===== src/rtl/lsu_ctrl_if.sv =====
// Data-bus port of the load/store sequencer: request/grant for the address phase,
// rvalid for returning load data.
interface lsu_ctrl_if;
    logic        mem_req;
    logic        mem_we;
    logic [31:0] mem_addr;
    logic [31:0] mem_wdata;
    logic [3:0]  mem_strb;
    logic        mem_gnt;
    logic        mem_rvalid;
    logic [31:0] mem_rdata;

    modport master (
        output mem_req, mem_we, mem_addr, mem_wdata, mem_strb,
        input  mem_gnt, mem_rvalid, mem_rdata
    );

    modport slave (
        input  mem_req, mem_we, mem_addr, mem_wdata, mem_strb,
        output mem_gnt, mem_rvalid, mem_rdata
    );
endinterface


===== src/rtl/lsu_ctrl.sv =====
// Load/store sequencer for the 3-stage RV32I core: one bus transaction per access, stall until done.
// Optional MISALIGN_TRAP_EN: misaligned word/half accesses skip the bus and pulse misalign.
//
// state | meaning
// IDLE  | waiting for a load/store from EX; stall follows the request combinationally
// REQ   | mem_req asserted, bus outputs frozen until mem_gnt
// WAIT  | load granted, waiting for mem_rvalid
// DONE  | one-cycle completion: ld_done / st_done / bus_err / misalign
module lsu_ctrl #(
    parameter int TO_W    = 8,
    parameter int TIMEOUT = 255
) (
    input  logic        clk,
    input  logic        rst,
    input  logic        ex_valid,
    input  logic [2:0]  ld_type,
    input  logic [2:0]  st_type,
    input  logic [31:0] addr,
    input  logic [31:0] wdata_in,
    output logic        stall,
    output logic        ld_done,
    output logic        st_done,
    output logic [31:0] ld_data,
    output logic        bus_err,
    output logic        misalign,
    lsu_ctrl_if.master  mem
);
    typedef enum logic [1:0] {IDLE, REQ, WAIT, DONE} state_t;

    localparam logic            TO_EN   = (TIMEOUT > 0);
    localparam logic [TO_W-1:0] TO_LOAD = (TIMEOUT > 0) ? TO_W'(TIMEOUT - 1) : '0;

    state_t          state_q, state_d;
    logic [TO_W-1:0] cnt_q;
    logic            we_q, err_q, mis_q;
    logic [2:0]      kind_q;
    logic [31:0]     addr_q, wdata_q;
    logic [3:0]      strb_q;

    logic            op, is_load, mis_now, expired, timeout_hit;
    logic [2:0]      kind_in;
    logic [31:0]     wdata_rep;
    logic [3:0]      strb_in;
    logic [7:0]      rd_byte;
    logic [15:0]     rd_half;
    logic [31:0]     rd_ext;

    // A load wins when decode presents both types at once
    assign op      = ex_valid & ((ld_type != 3'd0) | (st_type != 3'd0));
    assign is_load = (ld_type != 3'd0);
    assign kind_in = is_load ? ld_type : st_type;

    always_comb begin
        wdata_rep = wdata_in;
        strb_in   = 4'b1111;
        if (!is_load) begin
            case (st_type)
                3'd2: begin
                    wdata_rep = {2{wdata_in[15:0]}};
                    strb_in   = addr[1] ? 4'b1100 : 4'b0011;
                end
                3'd3: begin
                    wdata_rep = {4{wdata_in[7:0]}};
                    strb_in   = 4'b0001 << addr[1:0];
                end
                default: ;
            endcase
        end
    end

`ifdef MISALIGN_TRAP_EN
    assign mis_now = ((kind_in == 3'd1) && (addr[1:0] != 2'b00)) ||
                     (((kind_in == 3'd2) || (is_load && (kind_in == 3'd4))) && addr[0]);
`else
    assign mis_now = 1'b0;
`endif

    // Timer loads TIMEOUT-1 on entry to REQ/WAIT; terminal count means TIMEOUT cycles spent there
    assign expired = TO_EN && (cnt_q == '0);

    always_ff @(posedge clk or posedge rst) begin
        if (rst) state_q <= IDLE;
        else     state_q <= state_d;
    end

    always_comb begin
        state_d     = state_q;
        stall       = 1'b0;
        timeout_hit = 1'b0;
        case (state_q)
            IDLE: begin
                stall = op;
                if (op) state_d = mis_now ? DONE : REQ;
            end
            REQ: begin
                stall = 1'b1;
                if (mem.mem_gnt) begin
                    state_d = we_q ? DONE : WAIT;
                end else if (expired) begin
                    state_d     = DONE;
                    timeout_hit = 1'b1;
                end
            end
            WAIT: begin
                stall = 1'b1;
                if (mem.mem_rvalid) begin
                    state_d = DONE;
                end else if (expired) begin
                    state_d     = DONE;
                    timeout_hit = 1'b1;
                end
            end
            DONE:    state_d = IDLE;
            default: state_d = IDLE;
        endcase
    end

    always_comb begin
        rd_byte = mem.mem_rdata[{addr_q[1:0], 3'b000} +: 8];
        rd_half = addr_q[1] ? mem.mem_rdata[31:16] : mem.mem_rdata[15:0];
        case (kind_q)
            3'd2:    rd_ext = {{16{rd_half[15]}}, rd_half};
            3'd3:    rd_ext = {{24{rd_byte[7]}}, rd_byte};
            3'd4:    rd_ext = {16'h0000, rd_half};
            3'd5:    rd_ext = {24'h000000, rd_byte};
            default: rd_ext = mem.mem_rdata;
        endcase
    end

    always_ff @(posedge clk or posedge rst) begin
        if (rst) begin
            cnt_q   <= '0;
            we_q    <= 1'b0;
            err_q   <= 1'b0;
            mis_q   <= 1'b0;
            kind_q  <= 3'd0;
            addr_q  <= 32'h0;
            wdata_q <= 32'h0;
            strb_q  <= 4'h0;
            ld_data <= 32'h0;
        end else begin
            case (state_q)
                IDLE: begin
                    if (op) begin
                        we_q    <= !is_load;
                        kind_q  <= kind_in;
                        addr_q  <= addr;
                        wdata_q <= wdata_rep;
                        strb_q  <= strb_in;
                        err_q   <= 1'b0;
                        mis_q   <= mis_now;
                        cnt_q   <= TO_LOAD;
                    end
                end
                REQ: begin
                    if (mem.mem_gnt)        cnt_q <= TO_LOAD;
                    else if (cnt_q != '0)   cnt_q <= cnt_q - TO_W'(1);
                    err_q <= timeout_hit;
                end
                WAIT: begin
                    if (mem.mem_rvalid)     ld_data <= rd_ext;
                    else if (cnt_q != '0)   cnt_q <= cnt_q - TO_W'(1);
                    err_q <= timeout_hit;
                end
                default: ;
            endcase
        end
    end

    assign mem.mem_req   = (state_q == REQ);
    assign mem.mem_we    = we_q;
    assign mem.mem_addr  = {addr_q[31:2], 2'b00};
    assign mem.mem_wdata = wdata_q;
    assign mem.mem_strb  = strb_q;

    assign ld_done  = (state_q == DONE) && !we_q && !err_q && !mis_q;
    assign st_done  = (state_q == DONE) &&  we_q && !err_q && !mis_q;
    assign bus_err  = (state_q == DONE) && err_q;
    assign misalign = (state_q == DONE) && mis_q;
endmodule


===== src/flat_wrapper.sv =====
// flat-port wrapper written by rule: the top's interface ports become plain ports
module lsu_ctrl_flat 
#(
    parameter int TO_W    = 8,
    parameter int TIMEOUT = 255
)
  (clk, rst, ex_valid, ld_type, st_type, addr, wdata_in, stall, ld_done, st_done, ld_data, bus_err, misalign, mem_mem_req, mem_mem_we, mem_mem_addr, mem_mem_wdata, mem_mem_strb, mem_mem_gnt, mem_mem_rvalid, mem_mem_rdata);
  lsu_ctrl_if mem_i ();
  input  logic clk;
  input  logic rst;
  input  logic ex_valid;
  input  logic [2:0] ld_type;
  input  logic [2:0] st_type;
  input  logic [31:0] addr;
  input  logic [31:0] wdata_in;
  output logic stall;
  output logic ld_done;
  output logic st_done;
  output logic [31:0] ld_data;
  output logic bus_err;
  output logic misalign;
  output wire logic [$bits(mem_i.mem_req)-1:0] mem_mem_req;
  output wire logic [$bits(mem_i.mem_we)-1:0] mem_mem_we;
  output wire logic [$bits(mem_i.mem_addr)-1:0] mem_mem_addr;
  output wire logic [$bits(mem_i.mem_wdata)-1:0] mem_mem_wdata;
  output wire logic [$bits(mem_i.mem_strb)-1:0] mem_mem_strb;
  input wire logic [$bits(mem_i.mem_gnt)-1:0] mem_mem_gnt;
  input wire logic [$bits(mem_i.mem_rvalid)-1:0] mem_mem_rvalid;
  input wire logic [$bits(mem_i.mem_rdata)-1:0] mem_mem_rdata;
  assign mem_mem_req = mem_i.mem_req;
  assign mem_mem_we = mem_i.mem_we;
  assign mem_mem_addr = mem_i.mem_addr;
  assign mem_mem_wdata = mem_i.mem_wdata;
  assign mem_mem_strb = mem_i.mem_strb;
  assign mem_i.mem_gnt = mem_mem_gnt;
  assign mem_i.mem_rvalid = mem_mem_rvalid;
  assign mem_i.mem_rdata = mem_mem_rdata;
  lsu_ctrl #(.TO_W(TO_W), .TIMEOUT(TIMEOUT)) u_core (.clk(clk), .rst(rst), .ex_valid(ex_valid), .ld_type(ld_type), .st_type(st_type), .addr(addr), .wdata_in(wdata_in), .stall(stall), .ld_done(ld_done), .st_done(st_done), .ld_data(ld_data), .bus_err(bus_err), .misalign(misalign), .mem(mem_i));
endmodule

===== config.mk =====
export PLATFORM = sky130hd
export DESIGN_NAME = lsu_ctrl_flat
export DESIGN_NICKNAME = d
export VERILOG_FILES = /design/src/rtl/lsu_ctrl_if.sv /design/src/rtl/lsu_ctrl.sv /design/src/flat_wrapper.sv
export SDC_FILE = /design/constraint.sdc
export NUM_CORES = 1
export LEC_CHECK = 0
export ABC_AREA = 1
export ABC_CLOCK_PERIOD_IN_PS = 12500
export BUFFER_PORTS_ARGS = -buffer_cell sky130_fd_sc_hd__buf_2
export CELL_PAD_IN_SITES_DETAIL_PLACEMENT = 0
export CELL_PAD_IN_SITES_GLOBAL_PLACEMENT = 1
export CORE_MARGIN = 2
export CORE_UTILIZATION = 25
export CTS_CLUSTER_SIZE = 40
export DETAILED_ROUTE_END_ITERATION = 16
export GPL_TIMING_DRIVEN = 0
export PLACE_DENSITY = 0.59
export SLEW_MARGIN = 30
export SYNTH_ARGS = -nofsm -noshare
export SYNTH_HDL_FRONTEND = slang
export SYNTH_SLANG_ARGS = --single-unit

===== constraint.sdc =====
create_clock -name clk -period 12.5 [get_ports clk]
set_clock_uncertainty 0.2 [all_clocks]
set_input_delay 2.5 -clock clk [delete_from_list [all_inputs] [get_ports clk]]
set_output_delay 2.5 -clock clk [all_outputs]
set_load 0.005 [all_outputs]

Word level (Yosys, flattened, before mapping)
Cells that the tools add are included.
- logic and storage cells: 71
- flip-flop bits (word level): 115
- output and inout port bits: 107
- bits of input ports: 107
- bitwise gates (word level): 2
- reductions and logical operators: 20
- shift operators: 2
- multiplexer cells: 26
- equality and inequality tests: 11
- $add $sub $neg: 1
- operators with widths (cell ; count):
    32-bit case mux with 4 select lines ; 1
    32-bit case mux with 2 select lines ; 1
    32-bit 2-to-1 mux ; 1
    8-bit 2-to-1 mux ; 4
    32-bit by 6-bit indexed part select with 8-bit output ; 1
    8-bit case mux with 3 select lines ; 1
    16-bit 2-to-1 mux ; 1
    3-bit by 2-bit equality test with 1-bit output, second input constant ; 4
    3-bit nonzero test ; 3
    8-bit logical NOT ; 1
    2-bit 2-to-1 mux ; 4
    4-bit 2-to-1 mux ; 2
    2-bit case mux with 4 select lines ; 1
    4-bit case mux with 2 select lines ; 1
    8-bit nonzero test ; 1
    8-bit by 1-bit subtractor with 8-bit output, second input constant ; 1
    3-bit equality test, second input constant ; 2
    1-bit 2-to-1 mux ; 6
    2-bit AND reduction ; 3
    1-bit logical AND ; 5
    2-bit equality test, second input constant ; 2
    1-bit case mux with 2 select lines ; 2
    1-bit by 2-bit left shift with 4-bit output, first input constant ; 1
    1-bit logical NOT ; 3
    other kinds (10) ; 10

Longest topological paths before layout
- depth after elaboration: 5
- depth in mapped cells: 11
- depth with buffers taken out: 10

Worst setup path after synthesis
Ideal clock, no wire load.
- kind: input to output
- start point: input st_type[0]
- end point: output stall
- stages on the path: 10
- buffers on the path: 2
- data required time: 9.800 ns
- path slack: 6.367 ns
- arrival: 3.433 ns
- cells stage by stage: buf_2 -> inv_2 -> nand2_1 -> nor2_1 -> nand2_2 -> nand2_4 -> nor2_8 -> inv_4 -> buf_4 -> a21oi_1
- cells in the longest elaborated chain, start to end: 4
- RTL lines (element ; RTL line ; source):
    from (decl) ; flat_wrapper.sv:13 ; input logic [2:0] st_type;
    3-bit nonzero test ; lsu_ctrl.sv:49 ; assign op = ex_valid & ((ld_type != 3'd0) | (st_type != 3'd0));
    1-bit bitwise OR ; lsu_ctrl.sv:49 ;
    1-bit AND ; lsu_ctrl.sv:49 ;
    1-bit case mux with 2 select lines ; lsu_ctrl.sv:90 ; case (state_q)
    to (decl) ; flat_wrapper.sv:16 ; output logic stall;
No other way between the ends.

Worst setup path in the final report
- start point: input ld_type[1]
- end point: output stall
- cells in the longest elaborated chain, start to end: 4
- RTL lines (element ; RTL line ; source):
    from (decl) ; flat_wrapper.sv:12 ; input logic [2:0] ld_type;
    3-bit nonzero test ; lsu_ctrl.sv:49 ;
    1-bit bitwise OR ; lsu_ctrl.sv:49 ;
    1-bit AND ; lsu_ctrl.sv:49 ;
    1-bit case mux with 2 select lines ; lsu_ctrl.sv:90 ;
No other way between the ends.

==> metrics.txt <==
# TYPE chip_impl_metric gauge
chip_impl_info{name="run_status",value="complete, no violations"} 1
chip_impl_metric{name="grt_start_max_net_pins",unit=""} 67
chip_impl_metric{name="max-cap-violations",unit=""} 0
chip_impl_metric{name="register_area",unit="um2"} 2880
chip_impl_info{name="worst_hold_path_type",value="flop to flop"} 1
chip_impl_metric{name="viasPerCell",unit=""} 4.29
chip_impl_metric{name="syn_inst",unit=""} 890
chip_impl_metric{name="comb_power_share",unit="%"} 44.4
chip_impl_metric{name="clock_path_buffers",unit=""} 2
chip_impl_metric{name="final_max_slew_viol_count",unit=""} 0
chip_impl_metric{name="clkSlewWorstSetupHoldPaths",unit="ns"} 0.06
chip_impl_metric{name="yosysWarningCount",unit=""} 0
chip_impl_metric{name="vdd_ir_drop_max",unit="V"} 0.0000638
chip_impl_metric{name="wl_met2",unit="mm"} 10.2
chip_impl_metric{name="first_global_vias",unit=""} 6255
chip_impl_metric{name="start_util",unit="%"} 25.3
chip_impl_metric{name="worst-endpoint-required",unit="ns"} 9.80
chip_impl_metric{name="synth_seq_cells",unit=""} 115
chip_impl_metric{name="cell_internal_pwr",unit="mW"} 1.23
chip_impl_metric{name="stdcell_area",unit="um2"} 8630
chip_impl_metric{name="postCtsResizedCells",unit=""} 0
chip_impl_metric{name="power_density_cells",unit="nW/um2"} 238
chip_impl_metric{name="hold_viol_final",unit=""} 0
chip_impl_metric{name="fp.dieArea",unit="um2"} 27500
chip_impl_metric{name="antenna_found_initial",unit=""} 4
chip_impl_metric{name="seq_power_share",unit="%"} 32.0
chip_impl_info{name="endpoint_kind_of_the_worst_setup_timing_path",value="output port"} 1
chip_impl_metric{name="clkSinkCount",unit=""} 115
chip_impl_metric{name="timing.final.setup_violations",unit=""} 0
chip_impl_metric{name="tritoncts.num_buffers",unit=""} 17
chip_impl_metric{name="number_of_vias_after_detailed_routing",unit=""} 6311
chip_impl_metric{name="clock_tree.htree_level_count",unit=""} 4
chip_impl_metric{name="netlist_area",unit="um2"} 6540
chip_impl_info{name="cts_root_buf",value="clkbuf_16"} 1
chip_impl_metric{name="grt_pass1_wl",unit="mm"} 35.1
chip_impl_info{name="timing.critical_path.from_type",value="input pin"} 1
chip_impl_info{name="rsz0062_at_grt",value="false"} 1
chip_impl_metric{name="fp.dieW",unit="um"} 166
chip_impl_metric{name="final.period_utilization",unit="%"} 52.8
chip_impl_metric{name="floorplan_core_area",unit="um2"} 25800
chip_impl_metric{name="routed_wire_length_per_instance",unit="um"} 14.9
chip_impl_metric{name="cts.hold.buffers_added",unit=""} 0
chip_impl_metric{name="relSlewSlack",unit="%"} 46.2
chip_impl_info{name="path_class",value="input pin to output port"} 1
chip_impl_metric{name="clkLatencyLatePin",unit="ns"} 0.41
chip_impl_metric{name="num_io_pins",unit=""} 214
chip_impl_metric{name="detail-route-antenna-nets",unit=""} 0
chip_impl_metric{name="fillcell_total",unit=""} 2886
chip_impl_metric{name="cp.arrival",unit="ns"} 3.90
chip_impl_metric{name="detailed_router_iteration_count_before_antenna_repair",unit=""} 4
chip_impl_metric{name="fin_crit_period",unit="ns"} 6.60
chip_impl_metric{name="switching_power",unit="mW"} 0.821
chip_impl_metric{name="grt.overflow.total",unit=""} 0
chip_impl_metric{name="dpl-instance-area",unit="um2"} 8040
chip_impl_metric{name="timing.fmax",unit="MHz"} 152
chip_impl_metric{name="sw_frac_of_total",unit="%"} 40.0
chip_impl_metric{name="yosysSeqAreaShare",unit="%"} 44.0
chip_impl_metric{name="power_leakage",unit="nW"} 4.76
chip_impl_metric{name="worstMarginPinSlew",unit="ns"} 0.808
chip_impl_metric{name="area_growth_syn_to_layout",unit="%"} 32.0
chip_impl_metric{name="syn_area_per_cell",unit="um2"} 7.35
chip_impl_metric{name="drcViolationCount",unit=""} 0
chip_impl_metric{name="place_hpwl",unit="mm"} 16.8
chip_impl_metric{name="finalSetupTns",unit="ns"} 0
chip_impl_metric{name="starting_drc_count_in_detailed_routing",unit=""} 328
chip_impl_metric{name="groute.usage.overall",unit="%"} 16.1
chip_impl_metric{name="numPortBuffers",unit=""} 208
chip_impl_metric{name="route.layer.met1.wl",unit="mm"} 10.2
chip_impl_metric{name="row_count",unit=""} 59
chip_impl_metric{name="multiInputGateArea",unit="um2"} 2830
chip_impl_metric{name="chipHeight",unit="um"} 166
chip_impl_info{name="tritoncts",value="built"} 1
chip_impl_metric{name="share_of_layout_cells_above_drive_strength_1",unit="%"} 30.6
chip_impl_metric{name="yosys.cell_types.count",unit=""} 30
chip_impl_metric{name="final_nets",unit=""} 1236
chip_impl_metric{name="power_frac_clock",unit="%"} 23.5
chip_impl_metric{name="crit_path_max_fanout",unit=""} 10
chip_impl_metric{name="detailroute.wirelength.met3",unit="mm"} 1.25
chip_impl_metric{name="cts.repair_timing.setup_buffer_count",unit=""} 0
chip_impl_metric{name="place_congestion",unit=""} 0.834
chip_impl_info{name="top_layer_used",value="met5"} 1
chip_impl_metric{name="wl",unit="mm"} 21.9
## through the flow
stage | cells | setup WS [ns] | hold WS, ns | utilization [%] | total power, mW
after floorplan | 892 | 6.37 | 0.243 | - | 1.22
after global placement | 1435 | 4.81 | 0.252 | 31.0 | 1.59
after detailed placement | 1436 | 5.86 | 0.260 | 31.1 | 1.60
after CTS | 1468 | 5.85 | 0.275 | 33.4 | 2.10
after global routing | 1468 | 5.76 | 0.282 | 33.4 | 2.24
final | 1470 | 5.90 | 0.270 | 33.4 | 2.05
## state kept, by name, summed over array words and instances (netlist names)
register / flops
u_core.mem.mem_we: 1
u_core.cnt_q: 8
u_core.mem.mem_strb: 4
u_core.ld_data: 32
u_core.mem.mem_wdata: 32
u_core.state_q: 2
u_core.kind_q: 3
u_core.addr_q: 32
u_core.err_q: 1
## cell usage in the layout (no fill, tap or decap), types with 2 or more instances in the layout
cell          n
nand3_1      70
nand2_1     317
o21ai_0      60
o21a_1        7
nand3b_1     27
or2_2        32
clkbuf_1     10
nor2_1       39
inv_1        94
nor2_2        2
buf_4        45
buf_2       224
inv_2         3
conb_1        3
nand2_2       2
a21oi_1       8
ha_1          9
inv_6         7
o21ai_1      11
inv_8         4
diode_2       2
clkinvlp_4    3
clkbuf_16    17
nor3_1        4
nand4_1       8
dfrtp_1     115
## synth_stat cells
cell type,count,area [um2]
o21bai_1,1,7.51
or2_2,32,200
nand2_1,317,1190
nor2_8,1,20.0
a21oi_1,8,40.0
nor3_1,4,20.0
nand3b_1,27,203
o21ai_0,60,300
clkinv_1,1,3.75
nand4_1,8,50.1
nor2_4,1,11.3
nand2_4,1,11.3
o21a_1,7,52.6
buf_4,45,338
xor2_1,1,8.76
nor2_2,2,12.5
inv_4,1,6.26
inv_1,95,357
dfrtp_1,115,2880
o21ai_1,11,55.1
clkbuf_1,10,37.5
inv_2,3,11.3
nand2_2,2,12.5
ha_1,9,113
a21boi_2,1,11.3
buf_2,16,80.1
a22oi_1,1,7.51
nand3_1,70,350
nor2_1,39,146
conb_1,1,3.75
## cell families (layout without fill, tap and decap cells)
family / count (synthesis) / in the layout / synth area share, %
simple gates: 504 / 504 / 34.1
xor+xnor: 1 / 1 / 0.134
fa+ha+maj: 9 / 9 / 1.72
flops: 115 / 115 / 44.0
compound gates: 89 / 89 / 7.25
other cells: 1 / 5 / 0.0574
buf+inv: 171 / 412 / 12.7
## layout make-up
type	count	share of cell area (%)
multi-input cells	606	32.8
plain buffers	71	5.28
flip-flops and latches	115	33.4
diodes	2	0.0580
well taps	335	4.86
repair buffers	209	12.4
inverters	100	4.47
clock buffers	17	4.93
clock inverters	15	1.81
## worst max-delay path, cell delays in order
cell and delay, ns:
buf_2 0.09, inv_1 0.06, nand2_1 0.08, nor2_4 0.24
nand2_2 0.13, nand2_4 0.13, nor2_8 0.07, inv_4 0.13
buf_4 0.21, a21oi_1 0.10, buf_2 0.13
## routing by layer
metal  track usage, %  vias up
li1                 -     3211
met1             21.9     2897
met4             4.27        4
met3             4.21       20
met2             25.5      179
met5                0        -
## final timing paths
| check | from | end | slack (ns) | cells after the start |
|---|---|---|---|---|
| max | ld_type[1] | stall | 5.90 | 11 |
| min | u_core.addr_q[5] | u_core.addr_q[5] | 0.27 | 2 |
| max reg2reg | u_core.state_q[0] | u_core.cnt_q[0] | 10.09 | 9 |
| min reg2reg | u_core.addr_q[5] | u_core.addr_q[5] | 0.27 | 2 |
| max in group asynchronous | rst | u_core.ld_data[2] | 9.54 | 3 |
| min in group asynchronous | rst | u_core.addr_q[7] | 1.88 | 2 |
## power by group through the flow
stage	combinational, mW	clock [mW]	sequential, mW
floorplan	0.569	0	0.653
global placement	0.923	0	0.664
detailed placement	0.931	0	0.665
CTS	0.933	0.502	0.661
global route	1.04	0.515	0.686
finish	0.913	0.483	0.658
Power figures use the tool's default switching activity.
